**config.mk**
```make
export PLATFORM = sky130hd
export DESIGN_NAME = sw_cmd_conditioner
export DESIGN_NICKNAME = d
export VERILOG_FILES = /design/src/rtl/sw_cmd_pkg.sv /design/src/rtl/debounce_bit.sv /design/src/rtl/sw_cmd_conditioner.sv
export SDC_FILE = /design/constraint.sdc
export NUM_CORES = 1
export LEC_CHECK = 0
export CORE_MARGIN = 8
export CORE_UTILIZATION = 60
export DETAILED_ROUTE_END_ITERATION = 10
export DONT_BUFFER_PORTS = 1
export GPL_ROUTABILITY_DRIVEN = 0
export PLACE_DENSITY = 0.78
export RECOVER_POWER = 100
export SLEW_MARGIN = 20
export SYNTH_ARGS = -nofsm -noshare
export SYNTH_HDL_FRONTEND = slang
export SYNTH_HIERARCHICAL = 1
export SYNTH_SLANG_ARGS = --single-unit
```
**constraint.sdc**
```tcl
create_clock -name clk -period 2.34 [get_ports clk]
set_clock_uncertainty 0.15 [all_clocks]
set_input_delay 0.117 -clock clk [delete_from_list [all_inputs] [get_ports clk]]
set_output_delay 0.117 -clock clk [all_outputs]
set_load 0.005 [all_outputs]
```
**src/rtl/sw_cmd_pkg.sv**
```systemverilog
// rtl/sw_cmd_pkg.sv - command opcodes, switch indices and priority encoder shared with the counter stage
package sw_cmd_pkg;

  localparam logic [1:0] OP_ADD4  = 2'b00;
  localparam logic [1:0] OP_ADD8  = 2'b01;
  localparam logic [1:0] OP_ADD12 = 2'b10;
  localparam logic [1:0] OP_SUB8  = 2'b11;

  localparam int SW_ADD4  = 0;
  localparam int SW_ADD8  = 1;
  localparam int SW_ADD12 = 2;
  localparam int SW_SUB8  = 3;

  // Lowest switch index wins; an all-zero input never reaches this in practice.
  function automatic logic [1:0] prio_op(input logic [3:0] sw);
    logic [1:0] op;
    op = OP_ADD4;
    if (sw[SW_ADD4])       op = OP_ADD4;
    else if (sw[SW_ADD8])  op = OP_ADD8;
    else if (sw[SW_ADD12]) op = OP_ADD12;
    else if (sw[SW_SUB8])  op = OP_SUB8;
    return op;
  endfunction

endpackage

```
**src/rtl/debounce_bit.sv**
```systemverilog
// rtl/debounce_bit.sv - two-flop synchroniser plus counter debouncer for one switch
module debounce_bit #(
  parameter int DB_CYCLES = 1_000_000,
  parameter int DB_W      = 20
) (
  input  logic clk,
  input  logic rst_n,
  input  logic raw,
  output logic stable
);

  logic            sync1;
  logic            sync2;
  logic [DB_W-1:0] cnt;

  always_ff @(posedge clk or negedge rst_n) begin
    if (!rst_n) begin
      sync1  <= 1'b0;
      sync2  <= 1'b0;
      cnt    <= '0;
      stable <= 1'b0;
    end else begin
      sync1 <= raw;
      sync2 <= sync1;
      if (sync2 == stable) begin
        cnt <= '0;
      end else if (cnt == DB_W'(DB_CYCLES - 1)) begin
        stable <= sync2;
        cnt    <= '0;
      end else begin
        cnt <= cnt + 1'b1;
      end
    end
  end

endmodule

```
**src/rtl/sw_cmd_conditioner.sv**
```systemverilog
// rtl/sw_cmd_conditioner.sv - debounced switches to one prioritised command per step tick
module sw_cmd_conditioner
  import sw_cmd_pkg::*;
#(
  parameter int DB_CYCLES = 1_000_000,
  parameter int DB_W      = 20,
  parameter int TICK_W    = 24
) (
  input  logic       clk,
  input  logic       rst_n,
  input  logic [3:0] sw_raw,
  output logic [3:0] sw_stable,
  output logic       step_tick,
  output logic       cmd_valid,
  output logic [1:0] cmd_op,
  input  logic       cmd_ready,
  output logic [7:0] overrun_cnt
);

  localparam logic [TICK_W-1:0] TICK_PRE = {{(TICK_W-1){1'b1}}, 1'b0};

  logic [TICK_W-1:0] tick_cnt;
  logic              slot_free;

  for (genvar g = 0; g < 4; g++) begin : g_db
    debounce_bit #(
      .DB_CYCLES(DB_CYCLES),
      .DB_W     (DB_W)
    ) u_db (
      .clk   (clk),
      .rst_n (rst_n),
      .raw   (sw_raw[g]),
      .stable(sw_stable[g])
    );
  end

  // step_tick is registered one count early so it lines up with the all-ones state.
  always_ff @(posedge clk or negedge rst_n) begin
    if (!rst_n) begin
      tick_cnt  <= '0;
      step_tick <= 1'b0;
    end else begin
      tick_cnt  <= tick_cnt + 1'b1;
      step_tick <= (tick_cnt == TICK_PRE);
    end
  end

  assign slot_free = !cmd_valid || cmd_ready;

  always_ff @(posedge clk or negedge rst_n) begin
    if (!rst_n) begin
      cmd_valid   <= 1'b0;
      cmd_op      <= OP_ADD4;
      overrun_cnt <= '0;
    end else if (step_tick && (sw_stable != 4'b0000)) begin
      if (slot_free) begin
        cmd_valid <= 1'b1;
        cmd_op    <= prio_op(sw_stable);
      end else if (overrun_cnt != 8'hFF) begin
        overrun_cnt <= overrun_cnt + 1'b1;
      end
    end else if (cmd_valid && cmd_ready) begin
      cmd_valid <= 1'b0;
    end
  end

endmodule

```
======== Word-level counts from Yosys, hierarchy flattened ========
Index checks and enable logic that the tools add are counted.
operators by class
  reductions and logical operators ........ 13
  equality and inequality tests ........... 11
  multiplexer cells ....................... 15
  $mul .................................... 0
  shifts and indexed selects .............. 0
  bitwise operators ....................... 5
  divide/modulo/power cells ............... 0
  add/subtract/negate cells ............... 6
  $lt $le $gt $ge ......................... 0
operators with widths
  kind                                                              number
  20-bit two-way mux                                                8
  20-bit by 1-bit adder with 20-bit output (second input constant)  4
  20-bit == test (second input constant)                            4
  24-bit by 1-bit adder with 24-bit output (second input constant)  1
  24-bit == test (second input constant)                            1
  2-bit AND reduction                                               6
  8-bit by 1-bit adder with 8-bit output (second input constant)    1
  2-bit two-way mux                                                 4
  8-bit != test (second input constant)                             1
  1-bit inverter                                                    5
  1-bit == test                                                     4
  4-bit nonzero test                                                1
  1-bit two-way mux                                                 3
  3-bit AND reduction                                               1
  1-bit logical AND                                                 2
  2-bit != test (second input constant)                             1
  2-bit nonzero test                                                1
  1-bit logical NOT                                                 1
  1-bit logical OR                                                  1
word-level totals
  memories ................................ 0
  bits in read-only memories .............. 0
  bits in registers ....................... 128
  logic and storage cells ................. 71
  bits in latches ......................... 0
  bits of input ports ..................... 7
  output and inout port bits .............. 16
  memory bits (writable) .................. 0

======== Logic depth before layout (Yosys ltp) ========
  depth after elaboration ................. 4
  depth in mapped cells ................... 6

======== By module ========
Netlist, hierarchy kept.
modules (own cells, without submodules)
  module              cells an instance  area an instance (µm²)  seq. area each (µm²)  instances
  debounce_bit        108                1114.8                  575.6                 4
  sw_cmd_conditioner  138                1615.3                  900.9                 1

======== Worst setup path after synthesis ========
No wires, ideal clock.
  path kind ............................... register to register
  from .................................... register overrun_cnt[0]
  to ...................................... register overrun_cnt[1]
  buffers on the path ..................... 0
  arrival time ............................ 1.569 ns
  period minus slack after synthesis ...... 1.844 ns
  setup slack ............................. 0.496 ns
  library setup time ...................... 0.125 ns
  stages on the path, launching flop included .. 5
  required time ........................... 2.065 ns
  cell sequence ........................... dfrtp_1 ha_1 and3_1 a211oi_2 mux2_2
on the way
  cells in the longest elaborated chain, start to end .. 2
  elaborated cells between the ends (all ways) .. 3
ends and longest elaborated chain
  what                                                                                            RTL line                  text
  start, declared                                                                                 sw_cmd_conditioner.sv:17  output logic [7:0] overrun_cnt
  start signal, assigned                                                                          sw_cmd_conditioner.sv:60  overrun_cnt <= overrun_cnt + 1'b1;
  parallel branches: the longest is 2 deep, another holds 8-bit by 1-bit adder with 8-bit output  n/a
Parallel ways; which one is timed is not known.
A chain may end at the register's enable or synchronous reset.

======== Final worst setup path ========
Ends and elaborated chain as after synthesis.

==> results.ini <==
[run_status]
status = complete, but fails checks
violations = hold timing

[grt]
grt_max_degree = 129
grt_pass1_wl_mm = 20.3
grt_pass1_vias = 4364
grt_antenna_before_repair = 0
grt_overflow = 0
track_usage_pct = 19.2

[clock_network]
post_cts_buffers = 0
cts_max_path_buffers = 2
cts_buffers = 17
path_clk_slew_ns = 0.06
clockRootBuffer = clkbuf_8
insertion_delay_ns = 0.52
cts_sinks = 128
cts_tree = done
hold_buffers = 9
h-tree-depth = 4
cts-resized-gates = 0

[floorplan]
initial_core_util_pct = 61.9
core_region_area_um2 = 9820
die-area_um2 = 13600
die-width_um = 117
die_h_um = 117
rows = 36
pin_count = 23

[synthesis]
synth_xor_area_share_pct = 13.1
synth_edf_count = 0
synth_warnings = 6
synth_area_um2 = 6070
ys_top_cells_by_count = dfrtp_1 (128), nor2_1 (82), xnor2_1 (67)
ys_async_sr_fraction_pct = 100
yosysMostFrequentCell = dfrtp_1
syn_inst = 570
synthAdderAreaFrac_pct = 1.44
synth_fp_nets = 584
synth_top_area_share_pct = 52.7
yosys.area_share.simple_pct = 25.6
synth_top_area_cell = dfrtp_1
synthDistinctLibCells = 39
syn_area_per_cell_um2 = 10.7
seq_area_frac_synth_pct = 52.7
ys_seq_elements = 128
synth_top_family_by_area = simple AND/OR/NAND/NOR gates
synthFlopType = dfrtp_1
synth-compound-area-share_pct = 3.30
synth_mux_area_share_pct = 2.25
synthTopCellsByArea = dfrtp_1 (53%), xnor2_1 (9.7%), nor2_1 (5.1%)

[finish]
layout-drive-gt1-share_pct = 7.82
area_growth_pct = 13.7
antenna_cells = 0
final_area_um2 = 6910
fin_cells = 747
nets = 615
fillCellCount = 740

[sta]
finalCritPeriodShare_pct = 95.1
min_period_ns = 2.22
drv_slew = 0
setup_tns_ns = 0
whs_ns = -0.860
rsz0062_at_grt = no
worst_pin_slew_ns = 0.770
hold_viol_final = 128
slew_headroom_pct = 48.3
setup_viol = 0
worst_slack_ns = 0.116
max_freq_mhz = 450

[route]
drtIter0Drc = 307
drt_first_pass_iters = 4
routed_via_density = 5.71
vias = 4263
antenna_left = 0
routedWlPerCell_um = 15.6
post-route-drc-count = 0
wirelength_mm = 11.6

[run]
drv_cap = 0

[worst_setup_path]
required_ns = 2.59
crit_type = reg2reg
cp_max_fo = 6
worstSetupEndpointType = flip-flop
crit_path_start_kind = flip-flop
worstPathArrival_ns = 2.48

[placed_design]
hpwl_mm = 7.52
dp_slack_ns = 0.350
port_buffers = 0
dpl.cell_count = 706
placed_area_um2 = 6280

[power_and_ir_drop]
power_leakage_nw = 2.84
power_density_nw_per_um2 = 749
ir_drop_v = 0.000838

[min_path]
holdCritPathClass = in2async

-- per-layer routing --
metal | track usage [%] | wire length, um
met4 | 7.42 | 143
met2 | 31.9 | 5880
met3 | 6.88 | 604
met1 | 22.4 | 5000
met5 | 0 | 0
-- cells by family (layout without fill, tap and decap cells) --
group / Yosys count / count (layout)
AO/OA/AOI/OAI: 29 / 29
XOR/XNOR: 91 / 91
adder cells (fa/ha/maj): 7 / 7
buffers and inverters: 24 / 68
flip-flops: 128 / 128
multiplexers: 13 / 13
AND/OR/NAND/NOR: 278 / 278
-- where the power goes --
part	internal [mW]	switching, mW	total (mW)
combinational	0.0328	0.0417	0.0745
sequential	2.24	0.0239	2.26
clock	1.88	0.957	2.83
total	4.15	1.02	5.17
-- layout make-up --
| class | count | area [um^2] | share of cell area, % |
|---|---|---|---|
| Clock buffer | 20 | 435 | 6.31 |
| Clock inverter | 12 | 206 | 2.99 |
| Inverter | 19 | 71.3 | 1.03 |
| Multi-Input combinational cell | 418 | 2690 | 39.0 |
| Sequential cell | 128 | 3200 | 46.4 |
| Tap cell | 133 | 166 | 2.41 |
| Timing Repair Buffer | 17 | 129 | 1.87 |
-- stage by stage --
stage / util (%) / power, mW
2_1_floorplan: - / 2.34
3_3_place_gp: 63.9 / 2.36
3_5_place_dp: 63.9 / 2.36
4_1_cts: 71.4 / 5.24
5_1_grt: 70.3 / 5.34
6_report: 70.3 / 5.17
-- critical path, cell delays in order, from the launching register on --
cell	delay, ns
dfrtp_1	0.44
ha_1	0.26
and3_1	0.20
a211oi_1	0.66
mux2_2	0.40
-- flip-flops by register name (all words and copies together), names as in the netlist --
signal and cells:
g_db.u_db/sync1 4, g_db.u_db/sync2 4, g_db.u_db/cnt 80, tick_cnt 24, step_tick 1, overrun_cnt 8, g_db.u_db/stable 4, cmd_valid 1
cmd_op 2
-- worst paths after layout --
path	from	to	cells after the start	slack [ns]
setup reg to reg	overrun_cnt[0]	overrun_cnt[1]	4	0.12
hold reg to reg	g_db[3].u_db/sync1	g_db[3].u_db/sync2	0	0.21
setup / recovery	overrun_cnt[0]	overrun_cnt[1]	4	0.12
max in group asynchronous	rst_n	g_db[2].u_db/cnt[15]	0	2.66
min in group clk	g_db[3].u_db/sync1	g_db[3].u_db/sync2	0	0.21
hold / removal	rst_n	g_db[0].u_db/cnt[11]	0	-0.86
-- cell usage in the layout, fill, tap and decap left out, types with 2 or more instances in the layout --
master	n
a21oi_1	10
and2_1	4
and3_1	7
and4_1	11
buf_4	2
bufinv_16	5
clkbuf_1	7
clkbuf_16	16
clkbuf_8	2
clkinv_4	3
dfrtp_1	128
dlygate4sd3_1	9
ha_1	7
inv_1	19
inv_6	2
mux2_2	5
mux2i_1	8
nand2_1	37
nand2b_1	2
nand3_1	41
nand4_1	21
nand4_4	4
nor2_1	82
nor2b_1	2
nor3_1	21
nor4_1	19
nor4_2	3
nor4b_1	9
o21ai_0	13
or3_1	8
or4_1	4
xnor2_1	67
xor2_1	24
Note: power is estimated with default switching activity, not from simulation.
